<file path="config.mk">
export PLATFORM = sky130hd
export DESIGN_NAME = maze_grid_memory
export DESIGN_NICKNAME = d
export VERILOG_FILES = /design/src/rtl/maze_grid_memory.sv
export SDC_FILE = /design/constraint.sdc
export NUM_CORES = 1
export LEC_CHECK = 0
export BUFFER_PORTS_ARGS = -buffer_cell sky130_fd_sc_hd__buf_4
export CORE_MARGIN = 2
export CORE_UTILIZATION = 57
export DETAILED_ROUTE_END_ITERATION = 7
export PLACE_DENSITY_LB_ADDON = 0.12
export SYNTH_ARGS = -nofsm -noshare
export SYNTH_HDL_FRONTEND = slang
export SYNTH_SLANG_ARGS = --single-unit
</file>
<file path="constraint.sdc">
create_clock -name clk -period 4.6 [get_ports clk]
set_input_delay 1.15 -clock clk [delete_from_list [all_inputs] [get_ports clk]]
set_output_delay 1.15 -clock clk [all_outputs]
set_load 0.02 [all_outputs]
</file>
<file path="src/rtl/maze_grid_memory.sv">
// Maze cell store: 2^X_W x 2^Y_W grid with a self-clearing sweep after reset or clr.
// Define MAZE_NEIGHBOR_EN to add the walls_nesw neighbour-wall read port.
module maze_grid_memory #(
   parameter int X_W    = 4,
   parameter int Y_W    = 4,
   parameter int CELL_W = 1
) (
   input  logic              clk,
   input  logic              rst,
   input  logic              clr,
   input  logic              rd,
   input  logic              wr,
   input  logic [X_W-1:0]    x_pos,
   input  logic [Y_W-1:0]    y_pos,
   input  logic [CELL_W-1:0] data_in,
   output logic [CELL_W-1:0] data_out,
   output logic              rd_valid,
   output logic              busy,
   output logic              clr_done,
`ifdef MAZE_NEIGHBOR_EN
   output logic [3:0]        walls_nesw,
`endif
   output logic              req_drop
);

   localparam int A_W   = X_W + Y_W;
   localparam int DEPTH = 1 << A_W;
   localparam logic [A_W-1:0] LAST = '1;

   typedef enum logic {
      SWEEP,
      IDLE
   } state_e;

   state_e            state_q, state_d;
   logic [A_W-1:0]    cnt_q, cnt_d;
   logic [CELL_W-1:0] mem [DEPTH];

   logic [CELL_W-1:0] data_out_q, data_out_d;
   logic              rd_valid_q, rd_valid_d;
   logic              req_drop_q, req_drop_d;

   logic [A_W-1:0]    addr;
   logic              rdSrv;
   logic              wrSrv;

   assign addr  = {y_pos, x_pos};
   assign rdSrv = (state_q == IDLE) && rd;
   assign wrSrv = (state_q == IDLE) && wr;

   always_ff @(posedge clk or negedge rst) begin
      if (!rst) begin
         state_q <= SWEEP;
         cnt_q   <= '0;
      end else begin
         state_q <= state_d;
         cnt_q   <= cnt_d;
      end
   end

   // A clr during a sweep restarts it; completion only happens on an uninterrupted last cell.
   always_comb begin
      state_d = state_q;
      cnt_d   = cnt_q;
      case (state_q)
         SWEEP: begin
            if (clr) begin
               cnt_d = '0;
            end else if (cnt_q == LAST) begin
               state_d = IDLE;
               cnt_d   = '0;
            end else begin
               cnt_d = cnt_q + 1'b1;
            end
         end
         IDLE: begin
            if (clr) begin
               state_d = SWEEP;
               cnt_d   = '0;
            end
         end
         default: begin
            state_d = SWEEP;
            cnt_d   = '0;
         end
      endcase
   end

   always_comb begin
      busy     = (state_q == SWEEP);
      clr_done = (state_q == SWEEP) && (cnt_q == LAST) && !clr;
   end

   // Array has no reset; the sweep is what clears it.
   always_ff @(posedge clk) begin
      if (state_q == SWEEP) begin
         mem[cnt_q] <= '0;
      end else if (wrSrv) begin
         mem[addr] <= data_in;
      end
   end

   always_comb begin
      rd_valid_d = rdSrv;
      data_out_d = rdSrv ? mem[addr] : data_out_q;
      req_drop_d = (state_q == SWEEP) && (rd || wr);
   end

   always_ff @(posedge clk or negedge rst) begin
      if (!rst) begin
         data_out_q <= '0;
         rd_valid_q <= 1'b0;
         req_drop_q <= 1'b0;
      end else begin
         data_out_q <= data_out_d;
         rd_valid_q <= rd_valid_d;
         req_drop_q <= req_drop_d;
      end
   end

   assign data_out = data_out_q;
   assign rd_valid = rd_valid_q;
   assign req_drop = req_drop_q;

`ifdef MAZE_NEIGHBOR_EN
   logic [3:0]     walls_q, walls_d;
   logic [3:0]     nbr;
   logic [X_W-1:0] xMinus, xPlus;
   logic [Y_W-1:0] yMinus, yPlus;

   assign xMinus = x_pos - X_W'(1);
   assign xPlus  = x_pos + X_W'(1);
   assign yMinus = y_pos - Y_W'(1);
   assign yPlus  = y_pos + Y_W'(1);

   // Bit order is N,E,S,W from bit 0; cells beyond the grid edge count as walls.
   always_comb begin
      nbr[0]  = (y_pos == '0) ? 1'b1 : mem[{yMinus, x_pos}][0];
      nbr[1]  = (x_pos == '1) ? 1'b1 : mem[{y_pos, xPlus}][0];
      nbr[2]  = (y_pos == '1) ? 1'b1 : mem[{yPlus, x_pos}][0];
      nbr[3]  = (x_pos == '0) ? 1'b1 : mem[{y_pos, xMinus}][0];
      walls_d = rdSrv ? nbr : walls_q;
   end

   always_ff @(posedge clk or negedge rst) begin
      if (!rst) begin
         walls_q <= '0;
      end else begin
         walls_q <= walls_d;
      end
   end

   assign walls_nesw = walls_q;
`endif

endmodule

</file>
==> results of run 1 <==
power groups by stage:
stage	combinational, mW	clock (mW)	sequential, mW
floorplan	0.157	0	2.70
global placement	0.231	0	2.70
detailed placement	0.233	0	2.70
CTS	0.234	2.28	2.65
global route	0.251	2.38	2.65
finish	0.237	2.26	2.65
cells by family after synthesis:
family	after synthesis	share of synthesized area
buffers and inverters	72	0.0291
muxes	84	0.120
DFF	268	0.661
adders and majority gates	1	0.00104
xor gates and xnor gates	3	0.00218
AOI/OAI and AO/OA	79	0.0472
and+or+nand+nor	407	0.139
cell type report:
| class | instances | area [µm²] |
|---|---|---|
| Sequential cell | 268 | 7990 |
| Tap cell | 275 | 344 |
| Clock buffer | 36 | 752 |
| Multi-Input combinational cell | 574 | 3740 |
| Inverter | 6 | 22.5 |
| Clock inverter | 14 | 160 |
| Timing Repair Buffer | 51 | 395 |
| Fill cell | 1543 | 7480 |
final timing paths:
check,startpoint,end
min in group clk,data_out$_DFFE_PN0P_,data_out$_DFFE_PN0P_
hold reg to reg,data_out$_DFFE_PN0P_,data_out$_DFFE_PN0P_
hold / removal,rst,data_out$_DFFE_PN0P_
setup / recovery,cnt_q[0]$_DFFE_PN0P_,clr_done
max in group asynchronous,rst,rd_valid$_DFF_PN0_
setup reg to reg,state_q$_DFF_PN0_,mem[80]$_DFFE_PP_
per-layer routing:
layer / up-vias / share of wire / routed length [µm]
li1: 3395 / - / -
met1: 3973 / 0.40 / 11600
met2: 409 / 0.47 / 13700
met3: 56 / 0.11 / 3200
met4: 0 / 0.021 / 599
met5: - / 0 / 0
sequential cells by signal (all words and copies together), names as in the netlist:
register and count:
mem 256, cnt_q 8, data_out 1, rd_valid 1, req_drop 1, state_q 1
synthesized netlist by cell type (3+ instances only):
cell type	count	area, µm²
sky130_fd_sc_hd__a31oi_1	4	25.0
sky130_fd_sc_hd__a22oi_1	6	45.0
sky130_fd_sc_hd__nand2_1	57	214
sky130_fd_sc_hd__buf_4	4	30.0
sky130_fd_sc_hd__nor2_1	274	1030
sky130_fd_sc_hd__clkbuf_1	38	143
sky130_fd_sc_hd__mux2_2	4	45.0
sky130_fd_sc_hd__o221ai_1	12	105
sky130_fd_sc_hd__buf_6	3	33.8
sky130_fd_sc_hd__mux4_1	6	158
sky130_fd_sc_hd__nand2b_1	8	50.1
sky130_fd_sc_hd__dfrtp_1	12	300
sky130_fd_sc_hd__edfxtp_1	256	7690
sky130_fd_sc_hd__inv_1	5	18.8
sky130_fd_sc_hd__mux4_2	40	901
sky130_fd_sc_hd__a22o_1	4	35.0
sky130_fd_sc_hd__o21ai_1	4	20.0
sky130_fd_sc_hd__a211oi_1	6	45.0
sky130_fd_sc_hd__and3_1	4	25.0
sky130_fd_sc_hd__o22ai_1	6	37.5
sky130_fd_sc_hd__buf_2	16	80.1
sky130_fd_sc_hd__mux2i_1	34	340
sky130_fd_sc_hd__nor2b_1	4	25.0
sky130_fd_sc_hd__nor3_1	5	25.0
sky130_fd_sc_hd__o21ai_0	12	60.1
sky130_fd_sc_hd__nand3b_1	9	67.6
sky130_fd_sc_hd__o31ai_1	10	75.1
sky130_fd_sc_hd__a21oi_1	4	20.0
sky130_fd_sc_hd__nand3_1	34	170
worst register-to-register path, cell delays in order, from the launching register on:
cell and delay, ns:
sky130_fd_sc_hd__dfrtp_1 0.52, sky130_fd_sc_hd__and2_0 0.46, sky130_fd_sc_hd__o31ai_1 0.94, sky130_fd_sc_hd__nand3_1 0.73, sky130_fd_sc_hd__nor2_1 0.31
==> results by stage, run 1 <==
Global route:
- The global-route wire length before repair is 44.5 mm.
- In the global route stage, met2 resource usage came out at 0.421.
- The busiest layer in global routing is met2.
- The initial antenna violation count was 0.
- In the global route stage, overall resource usage came out at 0.268.
- Entering global routing, the biggest net connects 128 pins.
- The met3 track demand over resource is 0.0576.
- The met1 track demand over resource in global routing is 0.388.
- The total overflow left after global routing is 0.
- The via count of the first global-routing pass is 7579.

Critical path:
- Walking the worst path, the cells encountered are ha_1, nor2b_1, nand3_1, or2_2, nor3_1, buf_4.
- The largest single stage delay on the critical path is 0.50 ns.
- Among all stages on the critical path, the largest delay is contributed by sky130_fd_sc_hd__dfrtp_1.
- The type of the worst setup path is flop to output port.
- The worst register-to-register path has a setup slack of 1.33 ns.
- The total number of cells along the worst setup path is 6.
- Counting both buffers and inverters, the worst setup path holds a total of 1.
- The critical path startpoint category is a flop.
- Along the worst path, the maximum fanout reaches 8.
- The worst endpoint required time is 3.45 ns.
- For the worst setup path, the data arrival time is 2.42 ns.
- The cell family with the largest share of critical-path delay is simple AND/OR/NAND/NOR gates.
- The number of cells on the worst reg-to-reg path is 4.
- STA classifies the critical path endpoint as an output port.

Timing:
- Setup repair after global routing left no endpoint under its margin.
- The setup slack of the critical path after layout is 1.03 ns.
- The relative slew slack is 0.298.
- The slew at the pin with the worst max-slew slack is 1.04 ns.
- The final-report max-slew violation count was 0.
- The setup clock skew after layout is 0.00950 ns.
- In the final timing run, aggregate negative setup slack is 0 ns.
- On the final layout, the worst hold slack is 0.456 ns.
- Setup violations remaining at the end of the flow were counted as 0.
- The minimum period implied by the final worst setup slack is 3.57 ns.
- The final-report hold violation count came to 0.
- The peak clock frequency supported by timing is 280 MHz.
- Dividing the final minimum period by the clock period gives 0.777.

Power and ir drop:
- For this design the total switching power over the nets is 1.05 mW.
- The highest ir drop seen on vdd is 0.297 mV.
- The post-layout total power is 5.14 mW.
- For this design the static power due to leakage is 4.62 nW.
- Of the total power, the clock network draws 0.439.
- Of the total power, the share spent switching nets is 0.205.
- The internal power contribution is 4.09 mW.
- The power density over the cells is 384 nW/µm².
- The part of the power in registers is 0.515.
- Of the total power, combinational logic draws 0.046.

Floorplan:
- The core box area is 20900 µm².
- The effective utilization at floorplan is 0.578.
- The total number of placement rows is 53.
- During I/O placement, the number of pins put on the boundary was 19.
- From bottom edge to top edge, the die measures 150 µm.
- The die covers 22400 µm².
- In this run the horizontal extent of the chip is 150 µm.

CTS:
- The longest clock path from root to sink contains 3 buffers.
- Buffers inserted during clock tree synthesis total 28.
- Clock-pin slew was measured on the worst setup and hold paths at 0.06 ns.
- The number of H-tree levels is 1.
- For this design, the CTS-stage hold fixing added 0 buffers.
- Clock latency on the worst-skew pair, taken at its later pin, is 0.54 ns.
- The TritonCTS clock tree is yes.
- The clock root buffer is sky130_fd_sc_hd__clkbuf_16.
- The sink count of the clock tree is 268.
- The post-CTS setup buffer count is 0.
- Gates resized during post-CTS repair numbered 0.

Placement:
- The count of buffers inserted at the top-level ports is 18.
- In this run, placement finished with an instance count of 1174.
- The standard cell area after detailed placement is 12500 µm².
- The worst slack at placement is 0.775 ns.
- The post-DP HPWL is 18.1 mm.
- The final RePlAce weighted congestion is 0.914.

Run status:
- The run finished with clean final reports.

Detailed routing:
- After the first detailed-routing iteration, the DRC count stood at 883.
- The routed via count is 7833.
- In the final routed layout, each cell accounts on average for 23.8 µm.
- The average vias per placed instance is 6.40.
- The total routed wirelength is 29.1 mm.
- The number of detailed-route iterations in the first pass is 7.
- The number of routed nets with antenna violations is 0.
- For this run, design rule violations remaining after detail routing come to 0.

Synthesis:
- Yosys printed 0 warnings.
- Dividing the synthesized area by the synthesized cell count gives 13.2 µm².
- The synthesized instance count is 914.
- For this run, asynchronously set or reset flops after synthesis account for 0.0448.
- The number of register bits inferred by synthesis is 268.
- The count of different cell masters after synthesis is 53.
- The sequential cell area fraction in the yosys report is 0.661.
- The number of nets in the synthesized netlist is 929.
- The area of the mapped netlist is 12100 µm².
- The most used flip-flop cell after synthesis is sky130_fd_sc_hd__edfxtp_1.
- The number of synthesized flops with an enable pin is 256.

Cells and area:
- The library cells used most frequently in the layout, excluding fill and tap cells, are 274 x sky130_fd_sc_hd__nor2_1, 256 x sky130_fd_sc_hd__edfxtp_1, 57 x sky130_fd_sc_hd__nand2_1.
- The post-layout instance area is 13400 µm².
- 0 antenna diodes ended up in the layout.
- At the end of the flow, the number of nets in the layout was 944.
- The number of standard cells in the final layout excluding fillers is 1224.
- The fraction of layout cells with a size suffix above 1 is 0.140.
- The final core utilization is 0.642.
- The most common cell after layout, fill and taps aside is sky130_fd_sc_hd__nor2_1.
- The synthesis-to-finish area growth is 11.0%.

Min path:
- In this run the worst hold path is classified as input pin to asynchronous set/reset pin.

Run:
- The number of maximum-capacitance violations is 0.
Note: power is estimated with default switching activity, not from simulation.
==> run 2, diff against run 1 <==
==> constraint.sdc (replaced) <==
create_clock -name clk -period 3.1 [get_ports clk]
set_input_delay 0.775 -clock clk [delete_from_list [all_inputs] [get_ports clk]]
set_output_delay 0.775 -clock clk [all_outputs]
set_load 0.02 [all_outputs]
==> run 2 against run 1 <==
Effect of this change:
- design area increased by 2.0%
- critical path type unchanged
- critical path depth stayed put
- first-iteration DRC count up 5.5%
- sequential share of layout area down 1.1 points
- critical endpoint unchanged
- final cell count rose by 2.5%
- core utilization rose by 1.3 points
==> results by stage, run 2 (synthesized netlist as in run 1, its figures left out) <==
Global route:
- The residual overflow from global routing is 0.
- The global-route wire length before repair is 45.6 mm.
- The via count of the first global-routing pass is 7761.
- Across every metal layer, demand over resource in global routing totals 0.277.
- Entering global routing, the biggest net connects 102 pins.
- The initial antenna violation count came to 0.

Power and ir drop:
- The share of total power dissipated in combinational logic is 0.051.
- The cell leakage power is 4.76 nW.
- The highest ir drop seen on vdd is 0.428 mV.
- The net switching power is 1.66 mW.
- The part of the power in registers is 0.515.
- In this run the power density over the cells is 558 nW/µm².
- Internal power comes to 5.96 mW.
- The fraction of power spent switching nets is 0.218.
- Of the total power, the clock network draws 0.434.
- Overall power consumption after layout is estimated at 7.62 mW.

Detailed routing:
- The count of nets left with antenna violations once routing finished came out at 0.
- For this run, design rule violations remaining after detail routing come to 0.
- The average vias per placed instance is 6.29.
- The first routing iteration left 932 violations.
- Detailed routing inserted a total of 7883 vias.
- The average wire length per cell after detail routing is 24.0 µm.
- For this run, the detailed router's first-pass iteration total came to 5.
- Summed over all layers, the routed wires come to 30.1 mm.

Placement:
- Input and output buffers added on the ports amount to 18.
- Summed over all nets, the half-perimeter wirelength after detailed placement is 18.4 mm.
- At the end of routability-driven placement, the weighted congestion stood at 0.938.

Critical path:
- The type of the worst setup path is flop to output port.
- For the worst setup path, the data required time is 2.32 ns.
- The critical path capture point type is an output port.
- The data arrival time at the worst-slack endpoint is 2.19 ns.
- The critical path startpoint category is a flop.
- In this run the worst path has a maximum fanout of 7.

Timing:
- The final-report max-slew violation count is 0.
- The setup clock skew after layout is 0.00727 ns.
- The final-report hold violation count came to 0.
- The final clock period utilization by the worst path is 0.957.
- Setup repair after global routing left no endpoint under its margin.
- The minimum period implied by the final worst setup slack is 2.97 ns.
- The peak clock frequency supported by timing is 337 MHz.
- At the pin with the least slew margin, the transition time is 1.21 ns.
- Setup total negative slack on the finished layout was measured at 0 ns.
- The final-report setup violation count is 0.
- The relative slew slack is 0.183.

Cells and area:
- The largest registers in the layout are mem (256), cnt_q (8).
- Compared with the post-synthesis result, the final layout area differs by 13.2%.
- The fraction of layout cells with a size suffix above 1 is 0.177.
- Summing all multi-input logic gate instances after layout gives 3750 µm².
- The number of antenna diodes in the final layout is 0.
- The number of flip-flops under the largest register name is 256.
- At the end of the flow, the number of nets in the layout was 972.
- After filler insertion, the fill cell instance count of the layout stands at 1571.
- The library cell used most frequently in the layout, excluding fill and tap cells, is sky130_fd_sc_hd__nor2_1.
- Summing all flip-flop and latch instances after layout gives 7990 µm².
- The top cell types in the final layout, fill and taps aside, are 274 x sky130_fd_sc_hd__nor2_1, 256 x sky130_fd_sc_hd__edfxtp_1, 74 x sky130_fd_sc_hd__buf_4.
- The register ranked first by flip-flop count is mem.

Floorplan:
- The effective utilization at floorplan is 0.578.
- 19 I/O pins were placed.
- In this run the horizontal extent of the chip is 150 µm.
- The die outline area is 22400 µm².
- The total number of placement rows is 53.
- The core box area is 20900 µm².
- The floorplan step set the die height to 150 µm.

Min path:
- The worst hold path belongs to the class input pin to asynchronous set/reset pin.

Run status:
- The flow ran to the end, and the final reports show no timing, DRC or antenna violations.

CTS:
- The clock root buffer is sky130_fd_sc_hd__clkbuf_16.
- The number of H-tree levels is 1.
- The clock transition time at the flip-flop clock pins of the worst setup and hold paths is 0.06 ns.
- The later-pin clock latency in the skew report is 0.55 ns.
- The TritonCTS clock tree is yes.
- Counting every sink on the clock net gives 268.
- The clock passes through at most 3 buffers.
- The number of buffers created by CTS is 28.

Run:
- Max-cap violations in this run came to 0.
[run 2: per-stage QoR]
stage          hold WS, ns  cell area (µm²)  instances  utilization  setup slack [ns]
5_1_grt             0.0784            13700       1254        0.654            0.0244
2_1_floorplan        0.479            12100        914            -            0.0164
3_3_place_gp         0.551            12700       1201        0.610            0.0985
3_5_place_dp         0.559            12700       1201        0.610            0.0860
4_1_cts             0.0742            13700       1253        0.654            0.0392
6_report            0.0789            13700       1254        0.654             0.132
[run 2: final cells by class]
| class | count | share of cell area |
|---|---|---|
| clock buffer | 30 | 0.0518 |
| clock inverter | 22 | 0.0146 |
| inverter | 6 | 0.00165 |
| multi-input combinational | 574 | 0.274 |
| sequential | 268 | 0.585 |
| tap | 275 | 0.0252 |
| timing repair buffer | 79 | 0.0480 |
[run 2: path summary, 6_finish.rpt]
check	from	end	slack, ns	cells after the start
setup / recovery	cnt_q[1]$_DFFE_PN0P_	clr_done	0.13	6
hold / removal	rst	data_out$_DFFE_PN0P_	0.08	1
setup reg to reg	state_q$_DFF_PN0_	mem[28]$_DFFE_PP_	0.28	5
hold reg to reg	cnt_q[0]$_DFFE_PN0P_	cnt_q[0]$_DFFE_PN0P_	0.52	1
max in group asynchronous	rst	cnt_q[0]$_DFFE_PN0P_	2.83	1
min in group clk	clr	cnt_q[2]$_DFFE_PN0P_	0.46	2
[run 2: worst max-delay path, stage by stage (launching register included)]
cell and delay [ns]:
sky130_fd_sc_hd__dfrtp_2 0.42, sky130_fd_sc_hd__ha_1 0.18, sky130_fd_sc_hd__nor2b_1 0.22, sky130_fd_sc_hd__nand3_1 0.14, sky130_fd_sc_hd__or2_2 0.34, sky130_fd_sc_hd__nor3_2 0.18
sky130_fd_sc_hd__buf_4 0.18
[run 2: power by group through the flow]
stage               clock network, mW  logic, mW  registers [mW]
floorplan                           0      0.232            4.00
global placement                    0      0.371            4.00
detailed placement                  0      0.376            4.00
CTS                              3.33      0.379            3.93
global route                     3.46      0.408            3.93
finish                           3.31      0.388            3.93
[run 2: repair_timing]
action / 4_1_cts / 5_1_grt
endpoints found under the setup margin: 1 / 1
buffers inserted: 0 / 1
hold buffers: 0 / 0
resized for setup: 1 / 2
[run 2: metal layers]
metal  up-vias  track usage  part of all wire
li1       3460            -                 -
met4         0       0.0786             0.024
met3        64       0.0643              0.11
met2       410        0.445              0.48
met1      3949        0.385              0.39
met5         -            0                 0
==> run 3, diff against run 2 <==
--- a/config.mk
+++ b/config.mk
@@ -10,6 +10,7 @@
 export CORE_UTILIZATION = 57
 export DETAILED_ROUTE_END_ITERATION = 7
 export PLACE_DENSITY_LB_ADDON = 0.12
+export REMOVE_ABC_BUFFERS = 1
 export SYNTH_ARGS = -nofsm -noshare
 export SYNTH_HDL_FRONTEND = slang
 export SYNTH_SLANG_ARGS = --single-unit
==> run 3 against run 2 <==
Effect of this change:
- sequential share of layout area fell by 0.45 points
- worst hold slack got worse by 0.022 ns
- die area did not move
- sequential power barely moved
- combinational power rose by 3%
- clock-buffer cell count rose by 3
- first-iteration DRC count fell by 8.9%
- final cell count rose by 0.80%
- non-clock buffer count rose by 11
- register-to-register slack got worse by 0.18 ns
- total power rose by 1.6%
==> results by stage, run 3 (synthesized netlist as in run 1, its figures left out) <==
CTS:
- The number of clock buffers added by TritonCTS is 28.
- The TritonCTS clock tree is yes.
- The clock root buffer is sky130_fd_sc_hd__clkbuf_16.
- The clock passes through at most 3 buffers.
- The later-pin clock latency in the skew report is 0.54 ns.
- The clock transition time at the flip-flop clock pins of the worst setup and hold paths is 0.06 ns.
- Post-CTS timing repair inserted 0 buffers for setup.
- The sink count of the clock tree is 268.
- The number of H-tree levels is 1.

Critical path:
- The setup check on the worst reg-to-reg path leaves a slack of 0.1 ns.
- The worst endpoint required time is 3.35 ns.
- The critical path in this run is classified as flop to flop.
- The data arrival time at the worst-slack endpoint is 3.25 ns.
- The critical path capture point type is a flop.
- The peak fanout along the critical path is 12.
- The critical path startpoint category is a flop.

Run:
- The number of maximum-capacitance violations is 0.

Floorplan:
- The die boundary width is 150 µm.
- Pin placement for this block handled 19 I/O pins.
- The die covers 22400 µm².
- The initial utilization of the core area, before any placement, comes to 0.578.
- Row generation in the floorplan step produced 53 rows.
- The die boundary height is 150 µm.
- After floorplanning, the core was sized to cover 20900 µm².

Placement:
- The worst slack at placement is -0.114 ns.
- The final RePlAce weighted congestion is 0.963.
- The standard cell area after detailed placement is 12800 µm².
- Once detailed placement completed, the half-perimeter wirelength came to 19.4 mm.
- The cell total after placement is 1213.
- The count of buffers inserted at the top-level ports is 18.

Cells and area:
- Fill cells in the final layout number 1569.
- The register with the most flip-flops in the layout has 256 of them.
- Leaving out fill and tap cells, the most frequent cells in the layout are 274 x sky130_fd_sc_hd__nor2_1, 256 x sky130_fd_sc_hd__edfxtp_1, 86 x sky130_fd_sc_hd__buf_4.
- The diode insertion count for antenna repair is 0.
- The register ranked first by flip-flop count is mem.
- In the final layout, the share of cells above drive strength 1 is 0.183.
- The largest registers in the layout are mem (256), cnt_q (8).
- After the last flow step, the layout net total stands at 983.
- The finished cells cover 13800 µm².
- Relative to the synthesized area, the layout overhead comes to 14.0%.
- The most common cell after layout, fill and taps aside is sky130_fd_sc_hd__nor2_1.
- Leaving out filler cells and counting taps, the final layout contains 1264.

Power and ir drop:
- In this run the power density over the cells is 562 nW/µm².
- The highest ir drop seen on vdd is 0.504 mV.
- The cell leakage power is 4.81 nW.

Timing:
- For the final database, setup skew stands at 0.0170 ns.
- The final clock period utilization by the worst path is 0.968.
- The setup slack of the critical path after layout is 0.0994 ns.
- The worst path in the final design needs a cycle of 3.00 ns, including I/O delays and setup.
- The final-report setup violation count is 0.
- For this run, the top clock speed supported by timing is 333 MHz.
- At the pin with the least slew margin, the transition time is 1.17 ns.
- The final-report hold violation count is 0.
- The final-report max-slew violation count is 0.
- The worst pin sits at a relative slew slack of 0.210.

Global route:
- For this run, the total global-route usage over all layers was measured as 0.281.
- The residual overflow from global routing is 0.
- The global-route wire length before repair is 46.2 mm.
- The via count of the first global-routing pass is 7775.
- The largest net degree at the start of global routing is 115.
- The initial antenna violation count is 0.

Min path:
- The tightest min-delay check is of the input pin to asynchronous set/reset pin type.

Detailed routing:
- Detailed routing inserted a total of 7917 vias.
- The average vias per placed instance is 6.26.
- The total routed wirelength is 30.5 mm.
- After detailed routing, the average wire length per cell comes to 24.1 µm.
- The total DRC errors in the routed layout is 0.
- The number of routed nets with antenna violations is 0.
- The detailed router finished its first iteration with 849 violations.
- Before antenna repair, the detailed router went through 5 iterations.

Run status:
- The flow ran to the end, and the final reports show no timing, DRC or antenna violations.
==> run 3: area by class of cell <==
class / count / area [µm²] / area share
Multi-Input combinational cell: 574 / 3750 / 0.272
Sequential cell: 268 / 7990 / 0.580
Tap cell: 275 / 344 / 0.0250
Clock inverter: 18 / 198 / 0.0144
Clock buffer: 33 / 741 / 0.0538
Inverter: 6 / 22.5 / 0.00164
Timing Repair Buffer: 90 / 726 / 0.0527
==> run 3: power by group <==
part	internal (mW)	switching [mW]
registers	3.92	0.0103
clock network	2.04	1.38
logic	0.150	0.250
total	6.10	1.64
==> run 3: timing repair <==
| item | 4_1_cts | 5_1_grt |
|---|---|---|
| setup endpoints to repair | 1 | 2 |
| gates resized for setup | 1 | 3 |
| hold buffers | 0 | 0 |
| endpoints found under the hold margin | 0 | 0 |
| cloned | 0 | 0 |
==> run 3: worst max-delay path, cell delays in order (launching register included) <==
cell	delay (ns)
sky130_fd_sc_hd__dfrtp_1	0.55
sky130_fd_sc_hd__and2_0	0.44
sky130_fd_sc_hd__o31ai_1	1.02
sky130_fd_sc_hd__nand3_1	0.26
sky130_fd_sc_hd__buf_4	0.28
sky130_fd_sc_hd__nor2_1	0.16
==> run 3: through the flow <==
step                hold WS [ns]  setup TNS, ns  power, mW   util
global placement           0.533         -0.327       4.39  0.614
CTS                       0.0648              0       7.75  0.659
detailed placement         0.535          -1.34       4.39  0.614
global route              0.0594        -0.0132       7.92  0.659
floorplan                  0.479        -477.22       4.17      -
finish                    0.0571              0       7.74  0.659
==> run 3: layer usage <==
| layer | global-route usage | share of wire |
|---|---|---|
| met1 | 0.390 | 0.39 |
| met2 | 0.447 | 0.48 |
| met3 | 0.0549 | 0.095 |
| met4 | 0.104 | 0.041 |
| met5 | 0 | 0 |
==> run 3: worst paths after layout <==
path | from | to | cells past startpoint
worst max-delay path | state_q$_DFF_PN0_ | mem[32]$_DFFE_PP_ | 5
worst min-delay path | rst | cnt_q[5]$_DFFE_PN0P_ | 1
worst max register to register | state_q$_DFF_PN0_ | mem[32]$_DFFE_PP_ | 5
worst min register to register | data_out$_DFFE_PN0P_ | data_out$_DFFE_PN0P_ | 1
max in group asynchronous | rst | cnt_q[1]$_DFFE_PN0P_ | 1
min in group clk | clr | cnt_q[4]$_DFFE_PN0P_ | 2
